[src/rtl/sar_stim_pkg.sv]
// Shared types and helpers for the SAR stimulus generator.
// next_target honours SAR_STIM_LFSR_EN (LFSR when defined, counter otherwise).
package sar_stim_pkg;

  typedef enum logic [2:0] {
    ST_IDLE,
    ST_GAP,
    ST_START,
    ST_CONV,
    ST_CHECK,
    ST_DONE
  } stim_state_t;

  // Galois right-shift feedback masks giving maximal-length sequences, by width.
  function automatic logic [15:0] lfsr_taps(input int unsigned n_bits);
    logic [15:0] taps;
    case (n_bits)
      2:       taps = 16'h0003;
      3:       taps = 16'h0006;
      4:       taps = 16'h000C;
      5:       taps = 16'h0014;
      6:       taps = 16'h0030;
      7:       taps = 16'h0060;
      8:       taps = 16'h00B8;
      9:       taps = 16'h0110;
      10:      taps = 16'h0240;
      11:      taps = 16'h0500;
      12:      taps = 16'h0E08;
      13:      taps = 16'h1C80;
      14:      taps = 16'h3802;
      15:      taps = 16'h6000;
      16:      taps = 16'hB400;
      default: taps = 16'h0000;
    endcase
    return taps;
  endfunction

  function automatic logic [15:0] next_target(input logic [15:0]   cur,
                                              input int unsigned   n_bits,
                                              input logic [15:0]   step);
    logic [15:0] mask;
    logic [15:0] nxt;
    mask = 16'((32'd1 << n_bits) - 32'd1);
`ifdef SAR_STIM_LFSR_EN
    nxt = cur >> 1;
    if (cur[0]) nxt = nxt ^ lfsr_taps(n_bits);
`else
    nxt = cur + step;
`endif
    return nxt & mask;
  endfunction

endpackage

[src/rtl/sar_stim_target_gen.sv]
// Target code register for the SAR stimulus generator; advances once per checked conversion.
// SAR_STIM_LFSR_EN selects the Galois LFSR sequence, otherwise a fixed-step counter.
module sar_stim_target_gen
  import sar_stim_pkg::*;
#(
  parameter int unsigned N_BITS   = 8,
  parameter int unsigned TGT_SEED = 1,
  parameter int unsigned TGT_STEP = 37
) (
  input  logic              clk,
  input  logic              rst_n,
  input  logic              i_advance,
  output logic [N_BITS-1:0] o_target
);

  localparam logic [15:0] SEED16 = 16'(TGT_SEED);
  localparam logic [15:0] STEP16 = 16'(TGT_STEP);
`ifdef SAR_STIM_LFSR_EN
  // An all-zero LFSR state would lock up, so a zero seed is promoted to 1.
  localparam logic [N_BITS-1:0] RST_TGT =
    (SEED16[N_BITS-1:0] == '0) ? {{(N_BITS-1){1'b0}}, 1'b1} : SEED16[N_BITS-1:0];
`else
  localparam logic [N_BITS-1:0] RST_TGT = SEED16[N_BITS-1:0];
`endif

  logic [N_BITS-1:0] r_target;
  logic [15:0]       w_next16;

  assign w_next16 = next_target(16'(r_target), N_BITS, STEP16);

  always_ff @(posedge clk or negedge rst_n) begin
    if (!rst_n) begin
      r_target <= RST_TGT;
    end else if (i_advance) begin
      r_target <= w_next16[N_BITS-1:0];
    end
  end

  assign o_target = r_target;

endmodule

[src/rtl/sar_stimulus_gen.sv]
// Stimulus/comparator model for N-bit SAR ADC control logic: issues starts, answers trials, checks results.
// Target sequence mode is chosen by SAR_STIM_LFSR_EN (see sar_stim_target_gen).
module sar_stimulus_gen
  import sar_stim_pkg::*;
#(
  parameter int unsigned N_BITS    = 8,
  parameter int unsigned N_CONV    = 16,
  parameter int unsigned START_GAP = 4,
  parameter int unsigned COMP_LAT  = 1,
  parameter int unsigned TIMEOUT   = 64,
  parameter int unsigned TGT_SEED  = 1,
  parameter int unsigned TGT_STEP  = 37
) (
  input  logic              clk,
  input  logic              rst_n,
  input  logic              en,
  input  logic [N_BITS-1:0] sar_code,
  input  logic              sar_eoc,
  output logic              start,
  output logic              comp,
  output logic [N_BITS-1:0] target,
  output logic [15:0]       conv_cnt,
  output logic              err,
  output logic              timeout,
  output logic              done
);

  localparam int unsigned      GAP_W    = (START_GAP > 1) ? $clog2(START_GAP) : 1;
  localparam int unsigned      TO_W     = (TIMEOUT > 1) ? $clog2(TIMEOUT) : 1;
  localparam logic [GAP_W-1:0] GAP_LAST = GAP_W'(START_GAP - 1);
  localparam logic [TO_W-1:0]  TO_LAST  = TO_W'(TIMEOUT - 1);
  localparam logic [15:0]      CONV_END = 16'(N_CONV);

  stim_state_t       r_state;
  stim_state_t       w_state_nxt;
  logic [GAP_W-1:0]  r_gap_cnt;
  logic [TO_W-1:0]   r_to_cnt;
  logic [COMP_LAT-1:0] r_comp_pipe;
  logic [N_BITS-1:0] r_result;
  logic              r_conv_to;
  logic              r_err;
  logic              r_timeout;
  logic [15:0]       r_conv_cnt;
  logic [15:0]       w_conv_cnt_inc;
  logic              w_gap_done;
  logic              w_to_hit;
  logic              w_run_end;
  logic              w_advance;

  always_comb begin
    w_gap_done     = (r_gap_cnt == GAP_LAST);
    w_to_hit       = (r_to_cnt == TO_LAST);
    w_conv_cnt_inc = (r_conv_cnt == 16'hFFFF) ? r_conv_cnt : r_conv_cnt + 16'd1;
    w_run_end      = (N_CONV != 0) && (w_conv_cnt_inc == CONV_END);
    w_advance      = en && (r_state == ST_CHECK);
  end

  always_ff @(posedge clk or negedge rst_n) begin
    if (!rst_n) r_state <= ST_IDLE;
    else        r_state <= w_state_nxt;
  end

  // NOTE: every always_comb output gets a default first, so no path can infer a latch.
  always_comb begin
    w_state_nxt = r_state;
    if (!en) begin
      w_state_nxt = ST_IDLE;
    end else begin
      case (r_state)
        ST_IDLE:  w_state_nxt = ST_GAP;
        ST_GAP:   if (w_gap_done) w_state_nxt = ST_START;
        ST_START: w_state_nxt = ST_CONV;
        ST_CONV:  if (sar_eoc || w_to_hit) w_state_nxt = ST_CHECK;
        ST_CHECK: w_state_nxt = w_run_end ? ST_DONE : ST_GAP;
        ST_DONE:  w_state_nxt = ST_DONE;
        default:  w_state_nxt = ST_IDLE;
      endcase
    end
  end

  // NOTE: state uses non-blocking assignments so every register sees pre-edge values.
  always_ff @(posedge clk or negedge rst_n) begin
    if (!rst_n) begin
      r_gap_cnt  <= '0;
      r_to_cnt   <= '0;
      r_result   <= '0;
      r_conv_to  <= 1'b0;
      r_err      <= 1'b0;
      r_timeout  <= 1'b0;
      r_conv_cnt <= '0;
    end else begin
      r_gap_cnt <= (r_state == ST_GAP) ? r_gap_cnt + 1'b1 : '0;
      // Counts CONV cycles; an eoc is accepted on any of the first TIMEOUT cycles after start.
      r_to_cnt  <= (r_state == ST_CONV) ? r_to_cnt + 1'b1 : '0;
      if (en) begin
        case (r_state)
          ST_IDLE: begin
            r_err      <= 1'b0;
            r_timeout  <= 1'b0;
            r_conv_cnt <= '0;
          end
          ST_CONV: begin
            if (sar_eoc) begin
              r_result  <= sar_code;
              r_conv_to <= 1'b0;
            end else if (w_to_hit) begin
              r_conv_to <= 1'b1;
              r_timeout <= 1'b1;
              r_err     <= 1'b1;
            end
          end
          ST_CHECK: begin
            if (!r_conv_to && (r_result != target)) r_err <= 1'b1;
            r_conv_cnt <= w_conv_cnt_inc;
          end
          default: ;
        endcase
      end
    end
  end

  // NOTE: the comparator delay line is reset and cleared outside CONV so stale decisions never leak.
  always_ff @(posedge clk or negedge rst_n) begin
    if (!rst_n) begin
      r_comp_pipe <= '0;
    end else if (r_state == ST_CONV) begin
      r_comp_pipe[0] <= (target >= sar_code);
      for (int i = 1; i < COMP_LAT; i++) r_comp_pipe[i] <= r_comp_pipe[i-1];
    end else begin
      r_comp_pipe <= '0;
    end
  end

  sar_stim_target_gen #(
    .N_BITS   (N_BITS),
    .TGT_SEED (TGT_SEED),
    .TGT_STEP (TGT_STEP)
  ) u_target_gen (
    .clk       (clk),
    .rst_n     (rst_n),
    .i_advance (w_advance),
    .o_target  (target)
  );

  assign start    = (r_state == ST_START);
  assign done     = (r_state == ST_DONE);
  assign comp     = (r_state == ST_CONV) && r_comp_pipe[COMP_LAT-1];
  assign conv_cnt = r_conv_cnt;
  assign err      = r_err;
  assign timeout  = r_timeout;

endmodule

[config.mk]
export PLATFORM = sky130hd
export DESIGN_NAME = sar_stimulus_gen
export DESIGN_NICKNAME = d
export VERILOG_FILES = /design/src/rtl/sar_stim_pkg.sv /design/src/rtl/sar_stim_target_gen.sv /design/src/rtl/sar_stimulus_gen.sv
export SDC_FILE = /design/constraint.sdc
export NUM_CORES = 1
export LEC_CHECK = 0
export CORE_ASPECT_RATIO = 0.8
export CORE_MARGIN = 10
export CORE_UTILIZATION = 38
export DETAILED_ROUTE_END_ITERATION = 8
export GPL_ROUTABILITY_DRIVEN = 0
export SETUP_SLACK_MARGIN = 0.1
export SYNTH_ARGS = -nofsm -noshare
export SYNTH_HDL_FRONTEND = slang
export SYNTH_SLANG_ARGS = --single-unit
[constraint.sdc]
create_clock -name clk -period 2.2 [get_ports clk]
set_clock_uncertainty 0.15 [all_clocks]
set_input_delay 0.66 -clock clk [delete_from_list [all_inputs] [get_ports clk]]
set_output_delay 0.66 -clock clk [all_outputs]
set_load 0.02 [all_outputs]
==> results.md <==
- Post-synth EDFFs: 0
- Most common cell in the netlist: dfrtp_1
- CP required: ~1.4 ns
- First-pass GRT wire length: around 12000 um
- Final Net Count: 393
- Critical path class: flop to output pin
- Core area: around 7400 um^2
- CTS Root Buffer Type: clkbuf_8
- Longest Clk Path Bufs: 2
- Post-synth top cells: dfrtp_1, a21oi_1, nor2_1
- Peak Freq: between 400 and 500 MHz
- Slew HR: 0.673
- Tcrit/Tclk final: 0.931
- Mapped Avg Cell Area: 9.33 um^2
- Leakage: between 1.5 and 2 nW
- Worst endpoint data arrival time: 1.24 ns
- DIE AREA: 11400 um^2
- Final min period: between 2 and 2.5 ns
- Initial Utilization: 0.388
- WL/cell: between 15 and 20 um
- Worst setup EP type: output pin
- Yosys cell types: 60
- Syn Std Cell Area: about 2900 um^2
- Row count: 28
- Hold-fix buffer count after cts: 0
- Worst hold path class: input pin to async pin
- Synth area leaders: dfrtp_1, ha_1, a21oi_1, xor2_1, o21ai_0
- Worst Tran Pin Value: ~0.49 ns
- Mapped Nets: 330
- Post-DRT Antenna Nets: 0
- Routed via count: 2478
- Layout cells sized above 1: 0.195
- Clock latency on the worst-skew pair: roughly 0.30 ns
- Synth warn: 0
- Min setup slack post-route: 0.151 ns
- Post-synthesis sequential area ratio: 0.412
- Final setup fails: 0
- Cell Chain, Critical Path: dlygate4sd2_1
- Max-cap violations: 0
- Cts bufs inserted: 5
- #FFs+latches synth: 47
- Worst vdd ir: around 0.35 mV
- Max-slew violations: 0
- H-tree depth: 2
- Mapped Cells: around 310
- Number of I/O pins: just over 40
- DRC errors left: 0
- Clock slew at the register clock pins of the worst setup and hold paths: 0.09 ns
- Congestion Overflow GR: 0
- CTS Sinks: 47
- Layout area overhead: 26.7%
- Critical path's top delay family: flip-flops
- Top cell type's share of synthesized area: 0.403
- Fin. Hold Viols: 0
- Fillcell total: around 740
- Worst setup SP type: flop
- Worst path bufs/invs: 1
- CP max stage delay: about 0.59 ns
- Maximum fanout along the worst path: 5
- Vias in the first global route: about 2500
- Post-synth ARST share: 1.00
- Reg-to-reg slack, setup: between 0.15 and 0.2 ns
- Pre-CTS setup slack: -0.365 ns
- Initial drt markers: roughly 130
- Slowest-stage cell, CP: dfstp_2
- Initial antenna violation count: 0
- DP Wirelength: 5400 um
- Port bufs: 40
- Largest net degree at the start of global routing: 29
- Die height: ~98 um
- DR pass1 iterations: 5
- Die width: between 100 and 150 um
- Area leader, netlist: dfrtp_1
- Fin area: roughly 3600 um^2
- Status: completed
- Ant diodes: 0
- Ys flop type: dfrtp_1
- Routed wire length: 7120 um
- Via density: 5.39
- RSZ-0062 raised after global routing: true
- Placed inst area: approximately 3500 um^2
- CTS tree: yes
- Power Density: between 500 and 600 nW/um^2
- Global-route usage over all layers: 0.130
cell type report:
class,count,area (um^2),share of cell area
multi-input cells,230,1530,0.422
flip-flops and latches,47,1180,0.327
repair buffers,75,642,0.177
well taps,90,113,0.0311
clock buffers,6,82.6,0.0228
inverters,10,37.5,0.0104
clock inverters,2,35.0,0.00968
worst paths after layout:
| kind | start | end | depth (start not counted) |
|---|---|---|---|
| setup / recovery | u_target_gen.o_target[0] | target[0] | 1 |
| hold / removal | rst_n | r_result[2] | 1 |
| setup reg to reg | conv_cnt[10] | r_state[2] | 6 |
| hold reg to reg | r_gap_cnt[0] | r_gap_cnt[0] | 1 |
| max in group asynchronous | rst_n | r_state[2] | 2 |
| min in group clk | r_gap_cnt[0] | r_gap_cnt[0] | 1 |
power by group:
group	total, W	switching, W	internal, W
clock network	0.000671	0.000303	0.000368
registers	0.000924	0.0000258	0.000898
logic	0.000241	0.000129	0.000112
total	0.00184	0.000457	0.00138
layer usage:
| layer | global-route usage | wire length, um |
|---|---|---|
| met5 | 0 | 0 |
| met4 | 0.0370 | 67 |
| met3 | 0.0327 | 429 |
| met2 | 0.186 | 3130 |
| met1 | 0.186 | 3500 |
registers in the layout, summed over array words and instances (netlist names):
signal                 count
err                        1
r_comp_pipe                1
conv_cnt                  16
r_result                   8
r_conv_to                  1
r_to_cnt                   6
timeout                    1
r_state                    3
r_gap_cnt                  2
u_target_gen.o_target      8
metrics by stage:
stage / hold WS [ns] / total power [W] / setup TNS, ns / util / cells
after floorplan: 0.214 / 0.00107 / 0 / - / 306
after global placement: 0.284 / 0.00119 / -0.458 / 0.478 / 452
after detailed placement: 0.295 / 0.00119 / -0.651 / 0.478 / 452
after CTS: 0.168 / 0.00186 / 0 / 0.490 / 460
after global routing: 0.183 / 0.00193 / 0 / 0.492 / 460
final: 0.155 / 0.00184 / 0 / 0.492 / 460
cells in the final DEF (no fill, tap or decap), types with 5 or more instances in the layout:
cell type / instances
dfrtp_1: 42
buf_4: 35
a21oi_1: 26
nor2_1: 25
nand2_1: 24
dlygate4sd2_1: 23
o21ai_0: 19
xor2_1: 15
nand3_1: 12
ha_1: 11
inv_1: 10
and3_1: 8
clkdlybuf4s50_1: 8
xnor2_1: 7
clkbuf_8: 6
a21o_1: 5
a31oi_1: 5
dlymetal6s2s_1: 5
repair_timing:
action / CTS / global route
setup buffers: 0 / 0
resized for setup: 36 / 11
pin swaps: 2 / 6
setup endpoints to repair: 26 / 11
cells by family (layout without fill, tap and decap cells):
logic type | count (synthesis) | in the layout | share of synthesized area
AO/OA/AOI/OAI | 84 | 84 | 0.185
XOR/XNOR | 22 | 22 | 0.0675
adder cells (fa/ha/maj) | 12 | 12 | 0.0526
buffers and inverters | 29 | 93 | 0.0574
flip-flops | 47 | 47 | 0.412
multiplexers | 4 | 4 | 0.0153
AND/OR/NAND/NOR | 108 | 108 | 0.210
Note: power is estimated with default switching activity, not from simulation.
